### config.mk
export PLATFORM = sky130hd
export DESIGN_NAME = fetch_queue
export DESIGN_NICKNAME = d
export VERILOG_FILES = /design/src/rtl/fetch_queue.sv
export SDC_FILE = /design/constraint.sdc
export NUM_CORES = 1
export LEC_CHECK = 0
export CAP_MARGIN = 15
export CORE_AREA = 3 3 248 128
export CTS_BUF_LIST = sky130_fd_sc_hd__clkbuf_4 sky130_fd_sc_hd__clkbuf_8
export DETAILED_ROUTE_END_ITERATION = 12
export DIE_AREA = 0 0 251 131
export GPL_TIMING_DRIVEN = 0
export PLACE_DENSITY = 0.61
export SYNTH_ARGS = -nofsm -noshare
export SYNTH_HDL_FRONTEND = slang
export SYNTH_SLANG_ARGS = --single-unit
export TNS_END_PERCENT = 1
### constraint.sdc
create_clock -name Clk -period 3.2 [get_ports Clk]
set_input_delay 0.64 -clock Clk [delete_from_list [all_inputs] [get_ports Clk]]
set_output_delay 0.64 -clock Clk [all_outputs]
set_load 0.005 [all_outputs]
### src/rtl/fetch_queue.sv
// Instruction fetch queue: circular buffer of {pc, instr, misaligned} between the PC stage and decode.
// Status outputs come from registered state only; the head entry is read combinationally from storage.
module fetch_queue #(
    parameter int DEPTH = 4
) (
    input  logic                     Clk,
    input  logic                     Reset,
    input  logic                     Flush,
    input  logic                     In_Valid,
    input  logic [31:0]              In_Pc,
    input  logic [31:0]              In_Instr,
    output logic                     In_Ready,
    output logic                     Out_Valid,
    output logic [31:0]              Out_Pc,
    output logic [31:0]              Out_Instr,
    output logic                     Out_Misaligned,
    input  logic                     Out_Ready,
    output logic [$clog2(DEPTH):0]   Count
);

    localparam int              AW        = $clog2(DEPTH);
    localparam logic [AW:0]     C_FULL    = (AW+1)'(DEPTH);
    localparam logic [AW:0]     C_EMPTY   = {(AW+1){1'b0}};
    localparam logic [AW:0]     C_CNT_ONE = (AW+1)'(1);
    localparam logic [AW-1:0]   C_PTR_ONE = AW'(1);
    localparam logic [31:0]     C_NOP     = 32'h0000_0013;

    logic [31:0]      r_pc_mem    [DEPTH];
    logic [31:0]      r_instr_mem [DEPTH];
    logic [DEPTH-1:0] r_mis_mem;
    logic [AW-1:0]    r_wr_ptr;
    logic [AW-1:0]    r_rd_ptr;
    logic [AW:0]      r_count;
    logic [AW:0]      w_count_nxt;
    logic             w_push;
    logic             w_pop;
    logic             w_push_store;

    assign In_Ready     = (r_count != C_FULL);
    assign Out_Valid    = (r_count != C_EMPTY);
    assign Count        = r_count;
    assign w_push       = In_Valid & In_Ready;
    assign w_pop        = Out_Valid & Out_Ready;
    assign w_push_store = w_push & ~Flush;

    // Occupancy update for push/pop combinations.
    always_comb begin
        w_count_nxt = r_count;
        case ({w_push, w_pop})
            2'b10:   w_count_nxt = r_count + C_CNT_ONE;
            2'b01:   w_count_nxt = r_count - C_CNT_ONE;
            default: w_count_nxt = r_count;
        endcase
    end

    // Pointers and count; a redirect flush outranks any concurrent push or pop.
    always_ff @(posedge Clk or posedge Reset) begin
        if (Reset) begin
            r_wr_ptr <= {AW{1'b0}};
            r_rd_ptr <= {AW{1'b0}};
            r_count  <= C_EMPTY;
        end else if (Flush) begin
            r_wr_ptr <= {AW{1'b0}};
            r_rd_ptr <= {AW{1'b0}};
            r_count  <= C_EMPTY;
        end else begin
            if (w_push) begin
                r_wr_ptr <= r_wr_ptr + C_PTR_ONE;
            end
            if (w_pop) begin
                r_rd_ptr <= r_rd_ptr + C_PTR_ONE;
            end
            r_count <= w_count_nxt;
        end
    end

    // Entry storage; contents are never cleared, only overwritten by accepted pushes.
    always_ff @(posedge Clk) begin
        if (w_push_store) begin
            r_pc_mem[r_wr_ptr]    <= In_Pc;
            r_instr_mem[r_wr_ptr] <= In_Instr;
            r_mis_mem[r_wr_ptr]   <= |In_Pc[1:0];
        end
    end

    // Head entry, or a NOP bubble when empty.
    always_comb begin
        Out_Pc         = 32'h0000_0000;
        Out_Instr      = C_NOP;
        Out_Misaligned = 1'b0;
        if (Out_Valid) begin
            Out_Pc         = r_pc_mem[r_rd_ptr];
            Out_Instr      = r_instr_mem[r_rd_ptr];
            Out_Misaligned = r_mis_mem[r_rd_ptr];
        end else begin
            Out_Pc         = 32'h0000_0000;
            Out_Instr      = C_NOP;
            Out_Misaligned = 1'b0;
        end
    end

endmodule

== Yosys cells after proc, flatten, opt, wreduce, memory -nomap -nowiden ==
Memory sizes are Yosys's and may differ from the RTL's.
Index checks and enable logic that the tools add are counted.

* Reductions and logical operators: 6
* Eq/ne operators: 3
* Muxes and demuxes: 16
* Add/subtract/negate cells: 4
* Bitwise logic cells: 4
* $lt $le $gt $ge: 3

{| class="wikitable"
|+ Operators with widths
! cell !! number
|-
| two-way mux 32 bit || 2
|-
| two-way mux 2 bit || 4
|-
| < comparator 2 x 3 -> 1 bit, second input constant || 2
|-
| one-hot mux 3 bit (2 select lines) || 1
|-
| nonzero test 3 bit || 2
|-
| two-way mux 1 bit || 5
|-
| adder 2 x 1 -> 2 bit, second input constant || 2
|-
| bitwise mux 4 bit || 1
|-
| nonzero test 2 bit || 2
|-
| adder 3 x 1 -> 3 bit, second input constant || 1
|-
| bitwise AND 1 bit || 3
|-
| two-way mux 3 bit || 1
|-
| inequality test 3 bit, second input constant || 1
|-
| subtractor 3 x 1 -> 3 bit, second input constant || 1
|-
| binary-select mux 1 bit (select 2 bit) || 1
|-
| demux 1 bit (select 2 bit) || 1
|-
| equality test 2 x 1 -> 1 bit, second input constant || 1
|-
| equality test 2 bit, second input constant || 1
|-
| >= comparator 2 x 1 -> 1 bit, second input constant || 1
|-
| OR reduction 2 bit || 1
|-
| logical AND 1 bit || 1
|-
| inverter 1 bit || 1
|}

* Input bits: 69
* Output and inout bits: 70
* Memories kept: 2
* Flip-flop bits (word level): 11
* Word-level logic and storage cells: 42
* Memory bits (writable): 256

{| class="wikitable"
|+ Memories
! memory !! depth !! width !! rd ports !! clocked after Yosys merged registers in !! write ports !! RTL line !! text
|-
| r_instr_mem || 4 || 32 || 1 || 0 || 1 || 29 || <nowiki>logic [31:0] r_instr_mem [DEPTH];</nowiki>
|-
| r_pc_mem || 4 || 32 || 1 || 0 || 1 || 28 || <nowiki>logic [31:0] r_pc_mem [DEPTH];</nowiki>
|}

== Depth between registers and ports, before layout ==
* Word-level depth: 5
* Mapped depth: 8
* Mapped depth without buffers: 7

== Worst setup path before layout ==
No wires, ideal clock.

* Path type: input-to-reg
* Start point: in In_Valid
* End point: mem r_instr_mem[2][0], enable pin
* Buffers on the path: 1
* Arrival: 2.843 ns
* Slack: -0.073 ns
* Cell stages on the path: 4
* Library setup time: 0.430 ns
* Data required time: 2.770 ns
* Cell sequence: clkbuf_1 -> inv_1 -> nor3_1 -> and2_1

* Word-level cells in the longest chain between the ends: 4

{| class="wikitable"
|+ RTL lines
! element !! RTL line !! text
|-
| start, declared || 9 || <nowiki>input logic In_Valid,</nowiki>
|-
| bitwise AND 1 bit || 42 || <nowiki>assign w_push = In_Valid & In_Ready;</nowiki>
|-
| bitwise AND 1 bit || 44 || <nowiki>assign w_push_store = w_push & ~Flush;</nowiki>
|-
| two-way mux 1 bit || 79 || <nowiki>if (w_push_store) begin</nowiki>
|-
| two-way mux 1 bit (not written as such) || 81 || <nowiki>r_instr_mem[r_wr_ptr] <= In_Instr;</nowiki>
|-
| end, declared || 29 ||
|}

Every way passes these cells.

== Final worst setup path ==
* Start point: reg r_rd_ptr[0]
* End point: out Out_Pc[11]

* Word-level cells in the longest chain between the ends: 2

{| class="wikitable"
|+ RTL lines
! element !! RTL line !! text
|-
| start, declared || 32 || <nowiki>logic [AW-1:0] r_rd_ptr;</nowiki>
|-
| start signal, assigned || 60 || <nowiki>r_rd_ptr <= {AW{1'b0}};</nowiki>
|-
| start signal, assigned || 64 || <nowiki>r_rd_ptr <= {AW{1'b0}};</nowiki>
|-
| start signal, assigned || 71 || <nowiki>r_rd_ptr <= r_rd_ptr + C_PTR_ONE;</nowiki>
|-
| memory (4 x 32 bit) || - ||
|-
| two-way mux 32 bit || 91 || <nowiki>if (Out_Valid) begin</nowiki>
|-
| end, declared || 14 || <nowiki>output logic [31:0] Out_Pc,</nowiki>
|}

Every way passes these cells.

==> out/metrics.yaml <==
synth_nets: 553
routedWlPerCell_um: 20.0
p_sw_uw: 1940
clk_pin_slew_worst_paths_ns: 0.06
design.die.area_um2: 32900
floorplan.rows: 45
floorplan.io_pins: 139
synthesis.area_per_instance_um2: 21.7
cap_viol_max_count: 0
ff2ff_setup_slack_ns: 0.79
dpl.hpwl_mm: 13.4
track_usage: 0.135
synth_largest_area_cell: "sky130_fd_sc_hd__edfxtp_1"
synth_area_um2: 10400
synthFlopType: "sky130_fd_sc_hd__edfxtp_1"
ctsRootBufferMaster: "sky130_fd_sc_hd__clkbuf_8"
die_h_um: 131
synth_seq_area_share: 0.767
antenna_found_initial: 0
synth_top_area_share: 0.750
timing.max_slew.rel_slack: 0.624
post_synth_main_area_contributors: "sky130_fd_sc_hd__edfxtp_1, sky130_fd_sc_hd__mux4_2, sky130_fd_sc_hd__and2_1, sky130_fd_sc_hd__dfrtp_1, sky130_fd_sc_hd__buf_12"
r2r_cells: 5
crit_path_top_delay_cell: "sky130_fd_sc_hd__mux4_2"
critical_path_arrival_ns: 2.44
p_leak_uw: 0.00435
hold_path_class: "in2async"
critical-path-top-cell-by-count: "sky130_fd_sc_hd__buf_12"
floorplan.initialDensity: 0.348
detail_route.iter0.violations: 279
worstSetupEndpointType: "output port"
status: "finished, final reports clean"
numCtsBuffers: 40
synth_cell_type_count: 33
synth_top_cells_by_count: "sky130_fd_sc_hd__edfxtp_1, sky130_fd_sc_hd__and2_1, sky130_fd_sc_hd__mux4_2"
finalSetupViolCount: 0
r2r-start: "Count[0]"
wl_mm: 22.1
route.detailed.vias_per_inst: 4.71
holdBufCountCts: 0
port_buffers: 137
unrepaired_setup_endpoints_after_global_routing: "yes"
postSynthCellCount: 479
critPathLaunchType: "flip-flop"
worstPathRequired_ns: 2.56
worst_skew_ns: 0.0216
hold_viol_final: 0
internal_power_uw: 6280
route.detailed.drc: 0
dp_worst_setup_slack_ns: -0.189
route.vias.total: 5210
tightest_slew_ns: 0.564
via_count_of_the_first_global_routing_pass: 5743
postLayoutCoreUtil: 0.445
critical_path.max_stage_delay_ns: 0.50
final_period_minus_worst_setup_slack_ns: 3.08
synth_warnings: 0
place.gp.congestion: 0.798
num-nets-final: 749
final_layout_size_suffix_gt1_frac: 0.253
powerDensity_nw_per_um2: 616
tritoncts: "yes"
power_frac_clock: 0.336
global_route.overflow_total: 0
reg2reg_to: "r_instr_mem[3][19]"
clock_sink_count: 267
worst_path_cell_chain: "buf_6 -> buf_12 -> buf_12 -> mux4_2 -> and2_1 -> clkdlybuf4s50_1"
most_common_cell_in_the_synthesized_netlist: "sky130_fd_sc_hd__edfxtp_1"
share_comb_of_total_power: 0.179
areaGrowthSynthToFinish_pct: 28.1
h-tree-depth: 2
grt_start_max_net_pins: 36
proportion_of_total_power_due_to_net_switching: 0.236
wire_length_of_the_first_global_routing_pass_mm: 33.3
synth-async-reset-ratio: 0.0262
detail-route-antenna-nets: 0
first_pass_iters: 4
critical_path_class: "reg2out"
period_share: 0.963
n_antenna_cell: 0
synth_enable_flop_cells: 260
critical_path.max_fanout: 10
chipWidth_um: 251
max_clock_freq_mhz: 324
worst_ir_drop_vdd_mv: 0.269
synth.ff_latch_count: 267
fin_ws_ns: 0.118
clock_insertion_delay_worst_skew_ns: 0.55
core_region_area_um2: 30000
cts.path.max_buffers: 3
share_of_total_power_in_sequential_cells: 0.485
slew_viol_final: 0
## power by group through the flow
stage	Combinational [uW]	Sequential [uW]	Clock (uW)
CTS	1450	3990	2860
finish	1480	3990	2760
global placement	1410	4070	0
global route	1610	4000	3030
floorplan	709	4060	0
detailed placement	1440	4060	0
## logic make-up (layout without fill, tap and decap cells)
logic type      Yosys count  after routing  share of synthesized area
simple gates             87             87                     0.0506
compound gates           15             15                    0.00974
flops                   267            267                      0.767
buf+inv                  36            264                     0.0220
fa+ha+maj                 5              5                    0.00673
mux                      66             66                      0.142
xor+xnor                  3              3                    0.00252
## per-stage QoR
stage	hold WS (ns)	total power, uW	instance area [um^2]	std cells	setup TNS [ns]
CTS	0.303	8300	13200	1093	0
floorplan	0.443	4770	10400	479	-14.15
finish	0.347	8220	13300	1106	0
detailed placement	0.590	5500	12400	1019	-24.43
global placement	0.574	5470	12300	1015	-440.43
global route	0.329	8630	13300	1106	-0.00833
## flip-flops by register name, indices dropped and copies added (netlist names)
register	flops
r_rd_ptr	2
r_wr_ptr	2
r_instr_mem	128
r_mis_mem	4
Count	3
r_pc_mem	128
## worst max-delay path by stage
stage / from / endpoint / slack (ns) / depth (start not counted)
after floorplan: In_Valid / r_instr_mem[3][0] / -0.07 / 4
after global routing: r_rd_ptr[0] / Out_Pc[5] / -0.004 / 6
after global placement: In_Valid / r_pc_mem[0][16] / -2.03 / 5
after detailed placement: In_Valid / r_instr_mem[2][10] / -0.19 / 6
after CTS: r_rd_ptr[0] / Out_Pc[11] / 0.0009 / 6
final: r_rd_ptr[0] / Out_Pc[11] / 0.12 / 6
## routing by layer
| metal | up-vias | wire length, um | track usage |
|---|---|---|---|
| met2 | 156 | 10900 | 0.233 |
| met3 | 29 | 1190 | 0.0392 |
| met1 | 2691 | 9710 | 0.171 |
| met4 | 0 | 308 | 0.0337 |
| met5 | - | 0 | 0 |
| li1 | 2334 | - | - |
## layout make-up
| cell class | count | area (um^2) |
|---|---|---|
| clock buffers | 48 | 623 |
| fillers | 2625 | 16600 |
| flip-flops and latches | 267 | 7980 |
| inverters | 9 | 36.3 |
| clock inverters | 26 | 176 |
| plain buffers | 27 | 239 |
| repair buffers | 154 | 1560 |
| multi-input cells | 176 | 2220 |
| well taps | 399 | 499 |
## cell usage in the layout (no fill, tap or decap), types with 8 or more instances in the layout
cell and count:
sky130_fd_sc_hd__clkinv_1 10, sky130_fd_sc_hd__and2_1 63, sky130_fd_sc_hd__clkbuf_8 42, sky130_fd_sc_hd__edfxtp_1 260, sky130_fd_sc_hd__clkdlybuf4s50_1 127, sky130_fd_sc_hd__mux4_2 65, sky130_fd_sc_hd__inv_1 8, sky130_fd_sc_hd__buf_12 8
sky130_fd_sc_hd__buf_4 16, sky130_fd_sc_hd__dlygate4sd2_1 9, sky130_fd_sc_hd__clkinv_2 11
## critical path: cells and delay by family (launching register included)
family                 cells  cell delay (ns)
buffers and inverters      4             0.89
flip-flops                 1             0.35
multiplexers               1             0.50
AND/OR/NAND/NOR            1             0.17
## what timing repair did
action,CTS,global route
resized for setup,27,6
gates cloned,0,1
endpoints found under the setup margin,63,48
buffers inserted,0,12
pin swaps,0,1
Note: power is estimated with default switching activity, not from simulation.
